$ cat config.mk
export PLATFORM = sky130hd
export DESIGN_NAME = instr_fetch
export DESIGN_NICKNAME = d
export VERILOG_FILES = /design/src/rtl/instr_fetch.sv
export SDC_FILE = /design/constraint.sdc
export NUM_CORES = 1
export LEC_CHECK = 0
export ABC_AREA = 1
export CAP_MARGIN = 20
export CORE_ASPECT_RATIO = 0.6
export CORE_MARGIN = 8
export CORE_UTILIZATION = 55
export CTS_CLUSTER_SIZE = 12
export DETAILED_ROUTE_END_ITERATION = 6
export DONT_BUFFER_PORTS = 1
export HOLD_SLACK_MARGIN = 0.03
export PLACE_DENSITY = 0.73
export SLEW_MARGIN = 10
export SYNTH_ARGS = -nofsm -noshare
export SYNTH_HDL_FRONTEND = slang
export SYNTH_SLANG_ARGS = --single-unit
$ cat constraint.sdc
create_clock -name clk -period 5.6 [get_ports clk]
set_clock_uncertainty 0.1 [all_clocks]
set_input_delay 1.12 -clock clk [delete_from_list [all_inputs] [get_ports clk]]
set_output_delay 1.12 -clock clk [all_outputs]
set_load 0.005 [all_outputs]
$ cat src/rtl/instr_fetch.sv
// instr_fetch: fetch PC, credit-limited imem requests and an in-order prefetch FIFO with redirect flush.
// Define INSTR_FETCH_ALIGN_CHECK_EN to halt with a sticky misalign flag on misaligned redirects.
module instr_fetch #(
  parameter logic [31:0] RESET_PC = 32'h0000_0000,
  parameter int DEPTH = 4
) (
  input  logic        clk,
  input  logic        reset,
  output logic        imem_req,
  output logic [31:0] imem_addr,
  input  logic        imem_gnt,
  input  logic        imem_rvalid,
  input  logic [31:0] imem_rdata,
  output logic [31:0] instr,
  output logic [31:0] instr_pc,
  output logic        instr_valid,
  input  logic        instr_ready,
  input  logic        redirect,
  input  logic [31:0] redirect_pc,
  output logic        misalign
);
  localparam int CW = $clog2(DEPTH + 1);
  localparam int AW = $clog2(DEPTH);
  localparam logic [CW:0] LIM = (CW+1)'(DEPTH);
  typedef enum logic [1:0] {BOOT, FETCH, HALT} state_t;
  state_t state, state_n;
  logic [31:0] pc, pc_r;
  logic [CW-1:0] outstanding, count, drop;
  logic [AW-1:0] rd, wr, trd, twr;
  logic [31:0] dmem [DEPTH];
  logic [31:0] pmem [DEPTH];
  logic [31:0] tmem [DEPTH];
  logic issue, push, pop, bad;
`ifdef INSTR_FETCH_ALIGN_CHECK_EN
  assign bad  = redirect && redirect_pc[1:0] != 2'b00;
  assign pc_r = redirect_pc;
  always_ff @(posedge clk or posedge reset)
    if (reset) misalign <= 1'b0;
    else if (bad) misalign <= 1'b1;
`else
  assign bad      = 1'b0;
  assign pc_r     = redirect_pc & 32'hFFFF_FFFC;
  assign misalign = 1'b0;
`endif
  assign imem_req    = state == FETCH && !redirect && ({1'b0, outstanding} + {1'b0, count} < LIM);
  assign imem_addr   = pc;
  assign issue       = imem_req && imem_gnt;
  assign push        = imem_rvalid && drop == '0 && !redirect;
  assign instr_valid = count != '0;
  assign pop         = instr_valid && instr_ready;
  assign instr       = instr_valid ? dmem[rd] : '0;
  assign instr_pc    = instr_valid ? pmem[rd] : '0;
  always_ff @(posedge clk or posedge reset)
    if (reset) state <= BOOT;
    else state <= state_n;
  always_comb state_n = bad ? HALT : state == BOOT ? FETCH : state;
  always_ff @(posedge clk or posedge reset)
    if (reset) begin
      pc          <= RESET_PC;
      outstanding <= '0;
      count       <= '0;
      drop        <= '0;
      rd          <= '0;
      wr          <= '0;
      trd         <= '0;
      twr         <= '0;
    end else begin
      outstanding <= outstanding + CW'(issue) - CW'(imem_rvalid);
      if (redirect) begin
        // a response landing in the redirect cycle is already stale, so it is not counted in drop
        pc    <= pc_r;
        drop  <= outstanding - CW'(imem_rvalid);
        count <= '0;
        rd    <= '0;
        wr    <= '0;
        trd   <= '0;
        twr   <= '0;
      end else begin
        if (issue) begin
          pc  <= pc + 32'd4;
          twr <= twr + AW'(1);
        end
        if (imem_rvalid && drop != '0) drop <= drop - CW'(1);
        if (push) begin
          wr  <= wr + AW'(1);
          trd <= trd + AW'(1);
        end
        if (pop) rd <= rd + AW'(1);
        count <= count + CW'(push) - CW'(pop);
      end
    end
  always_ff @(posedge clk) begin
    if (issue) tmem[twr] <= pc;
    if (push) begin
      dmem[wr] <= imem_rdata;
      pmem[wr] <= tmem[trd];
    end
  end
endmodule

==> results.md, run 1 <==
* Commonest non-fill, non-tap cell in the layout: edfxtp_1
* Number of global-route vias before repair at 10.70k
* Least-Margin Pin Slew at between 1000 and 1500 ps
* Share of cells above drive strength 1 at 6.562%
* Most frequent cells in the layout: edfxtp_1 (368), nor2_1 (345), o21ai_0 (196)
* Cell Rows at 50
* Clock tree buffer depth at 3
* Cts hold-fix bufs at 0
* Critical path startpoint: rd[0]
* Final period util at 78.12%
* Post-DP HPWL at 23.27 mm
* Synthesized instance count at 1,522
* Maximum clock frequency at 228.6 MHz
* Syn_area_per_cell at approximately 11 µm²
* RePlAce Congestion at 0.8306
* Pwr/cell area at 416.0 nW/µm²
* Setup crit end kind: output port
* Synth cell types at 29
* Period minus WS final at 4375 ps
* Clock root buffer: clkbuf_16
* Setup Crit Path Kind: register to output port
* Worst vdd ir at 0.3012 mV
* CTS tree: yes
* Largest net degree at the start of global routing at 83
* Starting Density at 55.78%
* Max-Cap Viols at 0
* Startpoint types: register
* Clock slew at reported path FFs at 60 ps
* Diodes inserted at 0
* First-pass GRT wire length at 60.76 mm
* Setup repair bufs after CTS at 0
* Area leader, netlist: edfxtp_1
* Area of the core at 31,090 µm²
* Area grow syn2layout at 8.700%
* R2r setup slk at 2720 ps
* Setup_tns at 0 ps
* Post-CTS sizing at 0
* Die height at 153.6 µm
* Sink Count at 416
* Drt initial violations at 970
* H-tree levels at 2
* # setup viols final at 0
* Final Hold Viols at 0
* Post-synthesis sequential area ratio at 70.64%
* WP data arrival at between 3000 and 4000 ps
* ANT nets after route at 0
* Hold crit path type: register to register
* Yosys Warn Count at 0
* Worst R2R End: outstanding[2]
* Share of the synthesized area in the top cell type at 63.72%
* Critical Path End: instr[23]
* Synth area leaders: edfxtp_1 (64%), nor2_1 (7.6%), dfrtp_1 (6.9%), o21ai_0 (5.7%), nand2_1 (3.8%)
* Latest clock arrival within the worst-skew pair at about 540 ps
* Drt first pass iters at 5
* Leakage power total at 0.006677 µW
* Vias at 10.97k
* Worst hold start: outstanding[0]
* Avg WL per Cell at 20.00 µm
* IO Port Bufs at 0
* Gr usage total at 20.24%
* Placed cells at about 1.9k
* Worst hold slack at ~460 ps
* Remaining Overflow, GRT at 0
* Die area at 37,660 µm²
* Slew HR at 32.56%
* Final wirelength at about 39 mm
* Crit-path max FO at 71
* DRC viols at 0
* RSZ-0062 raised after global routing: false
* Drt via density at 5.655
* Required time worst endpoint at ~4400 ps
* Worst r2r src: outstanding[2]
* R2R depth at 10
* Die Span X at between 200 and 250 µm
* Status: finished clean
* Antenna violations before repair at 0
* Cts bufs inserted at 41
* Flops & latches, synth at 416
* Io pins at 169
* Synthesized area at 17,340 µm²
* Final Slew Violations at 0
* Nets@finish at 1,599
* Post-Layout Cell Count at 1,940
## through the flow
stage | setup WS (ps) | power (µW) | instance area (µm²) | util (%)
2_1_floorplan | 878.4 | 4977 | 17360 | -
3_3_place_gp | 1784 | 5456 | 17700 | 56.92
3_5_place_dp | 1761 | 5511 | 17700 | 56.92
4_1_cts | 1159 | 7925 | 18820 | 60.54
5_1_grt | 947.9 | 8230 | 18850 | 60.63
6_report | 1225 | 7843 | 18850 | 60.63
## synthesized netlist by cell type, drive strengths merged
library cell  count
fa                2
and2              3
a21oi            70
nand2           180
ha               19
xor2              5
nor2            366
nand3            64
inv              69
o21bai            8
conb              2
clkbuf           43
o22ai            30
xnor2             7
clkinv            2
edfxtp          368
nand4             1
o21ai           196
buf              38
o211ai            1
dfrtp            48
## power by group
part	leakage [µW]	switching [µW]	internal, µW
registers	0.00391	221	3650
logic	0.00222	1140	407
clock network	0.000550	1050	1370
total	0.00668	2410	5430
## per-layer routing
metal	share of wire, %	track usage, %	vias up
met3	8.2	4.706	49
met5	0	0	-
met2	46	31.85	397
li1	-	-	5211
met4	1.8	4.894	0
met1	44	28.43	5313
## how the worst min path moves through the flow
stage / to / slack [ps] / cells after the start
2_1_floorplan: outstanding[0] / 400 / 1
3_3_place_gp: outstanding[0] / 440 / 1
3_5_place_dp: outstanding[0] / 460 / 1
4_1_cts: outstanding[0] / 480 / 1
5_1_grt: outstanding[0] / 490 / 1
6_report: outstanding[0] / 460 / 1
## registers in the layout, indices dropped and copies added, names as in the netlist
signal and flops:
outstanding 3, rd 2, tmem 120, imem_addr 30, wr 2, drop 3, state 1, pmem 120
trd 2, twr 2, count 3, dmem 128
## layout make-up
| type | instances | area (µm²) |
|---|---|---|
| clock buffer | 56 | 1114 |
| clock inverter | 3 | 13.76 |
| fill | 2387 | 12240 |
| inverter | 71 | 267.8 |
| multi-input combinational | 958 | 4509 |
| sequential | 416 | 12260 |
| tap | 416 | 520.5 |
| timing repair buffer | 20 | 170.2 |
## logic make-up after synthesis
kind of cell	Yosys count	synth area share [%]
other	2	0.04330
xor gates and xnor gates	12	0.6060
buffers and inverters	152	3.672
AOI/OAI and AO/OA	305	9.148
and+or+nand+nor	614	14.28
adders and majority gates	21	1.602
DFF	416	70.64
## worst max-delay path, cell delays in order (launching register included)
cell,delay [ps]
dfrtp_4,760
clkinv_2,820
buf_4,580
o21ai_0,260
a21oi_1,130
(Power assumes the default switching activity.)
==> inputs of run 2 (changes only) <==
clock period = 4.5 ns   (was 5.6 ns; I/O delays follow)
==> results.md, run 2 (synthesis results as in run 1) <==
* Status: finished clean
* Die area at 37,660 µm² (unchanged)
* Largest net degree at the start of global routing at 80 (-3.6%)
* Cts hold-fix bufs at 0 (unchanged)
* Diodes inserted at 0 (unchanged)
* Least-Margin Pin Slew at 994.6 ps (-16.94 ps)
* H-tree levels at 2 (unchanged)
* Nets@finish at 1,604 (+0.31%)
* Final period util at between 70% and 80%
* Switch share at 30.92% (+0.13 points)
* Final wirelength at 39.13 mm (+0.87%)
* Fill cells at 2,350 (-1.6%)
* Regs by FF count: dmem (128), pmem (120), tmem (120)
* Maximum clock frequency at roughly 290 MHz
* Gr usage total at 20.44% (+0.20 points)
* Cell Rows at 50 (unchanged)
* Critical Path Most Common Cell: nor2_1
* Critical Path, Cell by Cell: buf_4 -> nor2_1 -> nor2_1 -> o21ai_0 -> a21oi_1
* Most frequent cells in the layout: edfxtp_1 (368), nor2_1 (345), o21ai_0 (196)
* Commonest non-fill, non-tap cell in the layout: edfxtp_1
* Period minus WS final at 3419 ps
* Cts bufs inserted at 41 (unchanged)
* Placed cell area at 17,780 µm² (+0.47%)
* Vias at 10.97k (-0.018%)
* First-pass GRT wire length at 61.16 mm (+0.66%)
* CTS tree: yes
* Die height at 153.6 µm (unchanged)
* Setup repair bufs after CTS at 0 (unchanged)
* Setup Crit Path Kind: register to output port
* WP data arrival at 2420 ps (-730 ps)
* Clock root buffer: clkbuf_16
* Worst vdd ir at 0.3595 mV (+19%)
* Antenna violations before repair at 0 (unchanged)
* Io pins at 169 (unchanged)
* Startpoint types: register
* Max-Cap Viols at 0 (unchanged)
* Area of the core at 31,090 µm² (unchanged)
* Number of global-route vias before repair at 10.52k (-1.7%)
* Final Slew Violations at 0 (unchanged)
* Sequential power share at 48.6% (-0.8 points)
* RePlAce Congestion at 0.8280 (-0.31%)
* Clock tree buffer depth at 3 (unchanged)
* Slowest CP cell: buf_4
* Comb pwr share at 20.4% (+0.7 points)
* Sink Count at 416 (unchanged)
* Die Span X at 245.2 µm (unchanged)
* Clk pwr share at 31.1% (+0.2 points)
* Avg WL per Cell at 20.12 µm (+0.61%)
* Slew HR at 33.62% (+1.1 points)
* Drt via density at 5.639 (-0.28%)
* Max reg flops at 128 (unchanged)
* Clock slew at reported path FFs at 60 ps (about the same)
* Psw at 3045 µW (+26%)
* RSZ-0062 raised after global routing: false
* DRC viols at 0 (unchanged)
* Pwr/cell area at 520.3 nW/µm² (+25%)
* Post-CTS sizing at 0 (unchanged)
* Pint at 6802 µW (+25%)
* Latest clock arrival within the worst-skew pair at 540 ps (about the same)
* Share of cells above drive strength 1 at 6.867% (+0.31 points)
* Final Hold Viols at 0 (unchanged)
* Setup crit end kind: output port
* Post-DP HPWL at 23.47 mm (+0.85%)
* Area grow syn2layout at 9.127%
* Crit-path max FO at 79 (+11%)
* Starting Density at 55.78% (unchanged)
* Required time worst endpoint at 3500 ps (-880 ps)
* Leakage power total at 0.006709 µW (+0.47%)
* Setup_tns at 0 ps (unchanged)
* Remaining Overflow, GRT at 0 (unchanged)
* ANT nets after route at 0 (unchanged)
* Drt first pass iters at 5 (unchanged)
* Drt initial violations at 958 (-1.2%)
* CP delay by family, top: buffers and inverters
* Crit-path max cell delay at 680 ps (-140 ps)
* # setup viols final at 0 (unchanged)
* Final Cell Area at 18,930 µm² (+0.39%)
* Top reg by flops: dmem
* IO Port Bufs at 0 (unchanged)
* WP buf/inv at 1 (-1)
* Hold crit path type: input port to asynchronous set/reset pin
==> run 2: final timing paths <==
check,startpoint,slack [ps],cells after the start,endpoint
worst max register to register,outstanding[2],1830,11,outstanding[2]
worst min register to register,outstanding[0],480,1,outstanding[0]
worst max-delay path,rd[0],1080,5,instr_pc[28]
min in group clk,redirect,330,1,count[1]
max in group asynchronous,reset,3260,2,rd[0]
worst min-delay path,reset,270,1,imem_addr[5]
==> run 2: power by group through the flow <==
stage	Combinational [µW]	Clock, µW	Sequential (µW)
finish	2010	3060	4780
global route	2280	3260	4810
CTS	2050	3110	4780
detailed placement	2040	0	4860
global placement	1980	0	4850
floorplan	1430	0	4770
==> run 2: through the flow <==
step           setup WS (ps)  utilization [%]  power (µW)  hold slack, ps  instances
3_5_place_dp            1608            57.18        6906           463.4       1886
5_1_grt                848.2            60.87       10350           308.9       1945
6_report                1081            60.87        9847           273.4       1945
4_1_cts                 1041            60.87        9950           289.2       1945
3_3_place_gp            1642            57.18        6836           451.0       1886
2_1_floorplan         -1.643                -        6194           401.1       1526
==> run 2: routing by layer <==
layer	up-vias	routed length, µm	track usage [%]
met4	0	466	3.876
met1	5307	16800	28.78
met2	381	18590	32.45
met5	-	0	0
met3	53	3278	4.913
li1	5227	-	-
==> run 2: cell type report <==
cell class                      instances  area, µm²  area share (%)
Sequential cell                       416      12260           64.76
Multi-Input combinational cell        958       4509           23.83
Tap cell                              416      520.5           2.750
Clock buffer                           56       1125           5.943
Clock inverter                          3      21.27          0.1124
Timing Repair Buffer                   25      225.2           1.190
Inverter                               71      267.8           1.415
==> run 2: worst reg2reg max path, delay by kind of cell (launching register included) <==
| kind | cells | cell delay, ps |
|---|---|---|
| and+or+nand+nor | 4 | 390 |
| xor gates and xnor gates | 1 | 170 |
| buffers and inverters | 2 | 280 |
| DFF | 1 | 420 |
| adders and majority gates | 4 | 1200 |
==> edit (settings of run 2) <==
`DEPTH`: 4 -> 2.
--- a/src/rtl/instr_fetch.sv
+++ b/src/rtl/instr_fetch.sv
@@ -4,3 +4,3 @@
   parameter logic [31:0] RESET_PC = 32'h0000_0000,
-  parameter int DEPTH = 4
+  parameter int DEPTH = 2
 ) (
Formal check against the unedited RTL: not equivalent (a bounded check fails within 4 cycles, from zero or initial values and one cycle with reset high).
==> edit against run 2 <==
- worst hold slack improved by 50 ps
- sequential share of layout area fell by 2.3 points
- sequential power fell by 42%
- total power fell by 44%
- count of clock-buffer cells in the layout fell by 17
- worst setup slack improved by 340 ps
- clock power fell by 44%
- sequential cell count fell by 191
- utilization rose by 0.37 points
- wire length fell by 46%
- synthesized area fell by 45%
- design area fell by 45%
- critical path type unchanged
- largest cell class unchanged
- highest routed layer unchanged
==> edit: results (changes against run 2) <==
----------------------------------------------------
[Status]
  Outcome ... finished clean

[Detailed routing]
  Routed length per instance ... 19.2 microns (-4.6%)
  Router iterations before antenna repair ... 6 (+1)
  Drt initial violations ... 516 (-46%)

[GRT]
  Number of global-route vias before repair ... 5,536 (-47%)
  First-pass GRT wire length ... 32,000 microns (-48%)
  Overall routing resource usage ... 18.2% (-2.2 points)
  Maximum number of pins on one net before global-route repair ... 65 (-19%)

[Power and ir drop]
  Leakage power summed over all cells ... 3.86 nW (-42%)
  Worst-case vdd ir drop ... 0.309 mV (-14%)
  Power spent charging and discharging nets ... 1.64 mW (-46%)

[Logic synthesis]
  Synth async-reset ratio ... 18.2% (+6.7 points)
  Number of synthesized flops with an enable pin ... 184 (-50%)
  Sequential fraction of the synthesis area ... 68.3% (-2.4 points)
  Top cells by area in the synthesized netlist ... sky130_fd_sc_hd__edfxtp_1 58%, sky130_fd_sc_hd__dfrtp_1 11%, sky130_fd_sc_hd__nand2_1 10%, sky130_fd_sc_hd__a21oi_1 3.5%, sky130_fd_sc_hd__mux2_2 3.3%
  Ranking of synthesized cells by instance count ... 265 x sky130_fd_sc_hd__nand2_1, 184 x sky130_fd_sc_hd__edfxtp_1, 67 x sky130_fd_sc_hd__a21oi_1

[Cells and area]
  Fraction of final layout cells sized beyond drive strength 1 ... 9.97% (+3.1 points)
  Fill cell instance count of the final layout ... 1,411 (-40%)
  Biggest regs ... dmem x64, pmem x60, tmem x60

[Worst setup path]
  Largest fanout of any net on the critical path ... 63 (-20%)
  Slowest stage delay, CP ... 560 ps (-120 ps)

[Placement]
  Final weighted congestion in routability-driven placement ... 0.858 (+3.7%)
  Post-DP HPWL ... 14,000 microns (-40%)

[Timing]
  Worst relative slew slack ... 31.7% (-1.9 points)

[Clocking]
  Total clock buffers created by CTS ... 23 (-44%)

----------------------------------------------------
edit: per-stage QoR:
stage | worst slack (ps) | util, % | std cells
final | 1420 | 61.2 | 1097
after global routing | 1350 | 61.2 | 1097
after CTS | 1400 | 61.2 | 1097
after detailed placement | 1630 | 57.3 | 1055
after global placement | 1670 | 57.2 | 1054
after floorplan | 60.2 | - | 849
edit: cell families (layout without fill, tap and decap cells):
kind of cell               after synthesis  after routing  synth area share [%]
and+or+nand+nor                        379            379                  16.4
adders and majority gates                8              8                  1.12
AOI/OAI and AO/OA                      101            101                  5.53
other                                    2              6                0.0783
DFF                                    225            225                  68.3
muxes                                   30             30                  3.52
xor gates and xnor gates                 8              8                 0.730
buffers and inverters                   92            106                  4.29
edit: area by class of cell:
cell class / count / share of cell area, %
Clock buffer: 39 / 6.15
Multi-Input combinational cell: 532 / 25.5
Timing Repair Buffer: 8 / 0.692
Inverter: 56 / 2.05
Clock inverter: 3 / 0.310
Sequential cell: 225 / 62.5
Tap cell: 234 / 2.79
edit: final timing paths:
check,startpoint,to,slack [ps],cells past startpoint
worst max-delay path,count[1],instr_pc[31],1420,3
worst min-delay path,reset,outstanding[0],320,2
worst max register to register,count[0],tmem[0][10],1680,6
worst min register to register,outstanding[0],outstanding[0],440,1
max in group asynchronous,reset,rd,3570,2
min in group clk,redirect,count[1],360,1
edit: power by group through the flow:
stage | Sequential, mW | Combinational [mW] | Clock [mW]
final | 2.75 | 1.02 | 1.71
after global placement | 2.79 | 1.00 | 0
after detailed placement | 2.80 | 1.03 | 0
after floorplan | 2.71 | 0.773 | 0
after CTS | 2.75 | 1.04 | 1.75
after global routing | 2.78 | 1.14 | 1.84
edit: layer usage:
layer	up-vias	track usage (%)	wire length (microns)
met1	2805	26.3	9730
met4	0	3.61	260
met2	219	27.5	9190
met5	-	0	0
li1	2858	-	-
met3	23	5.17	1880
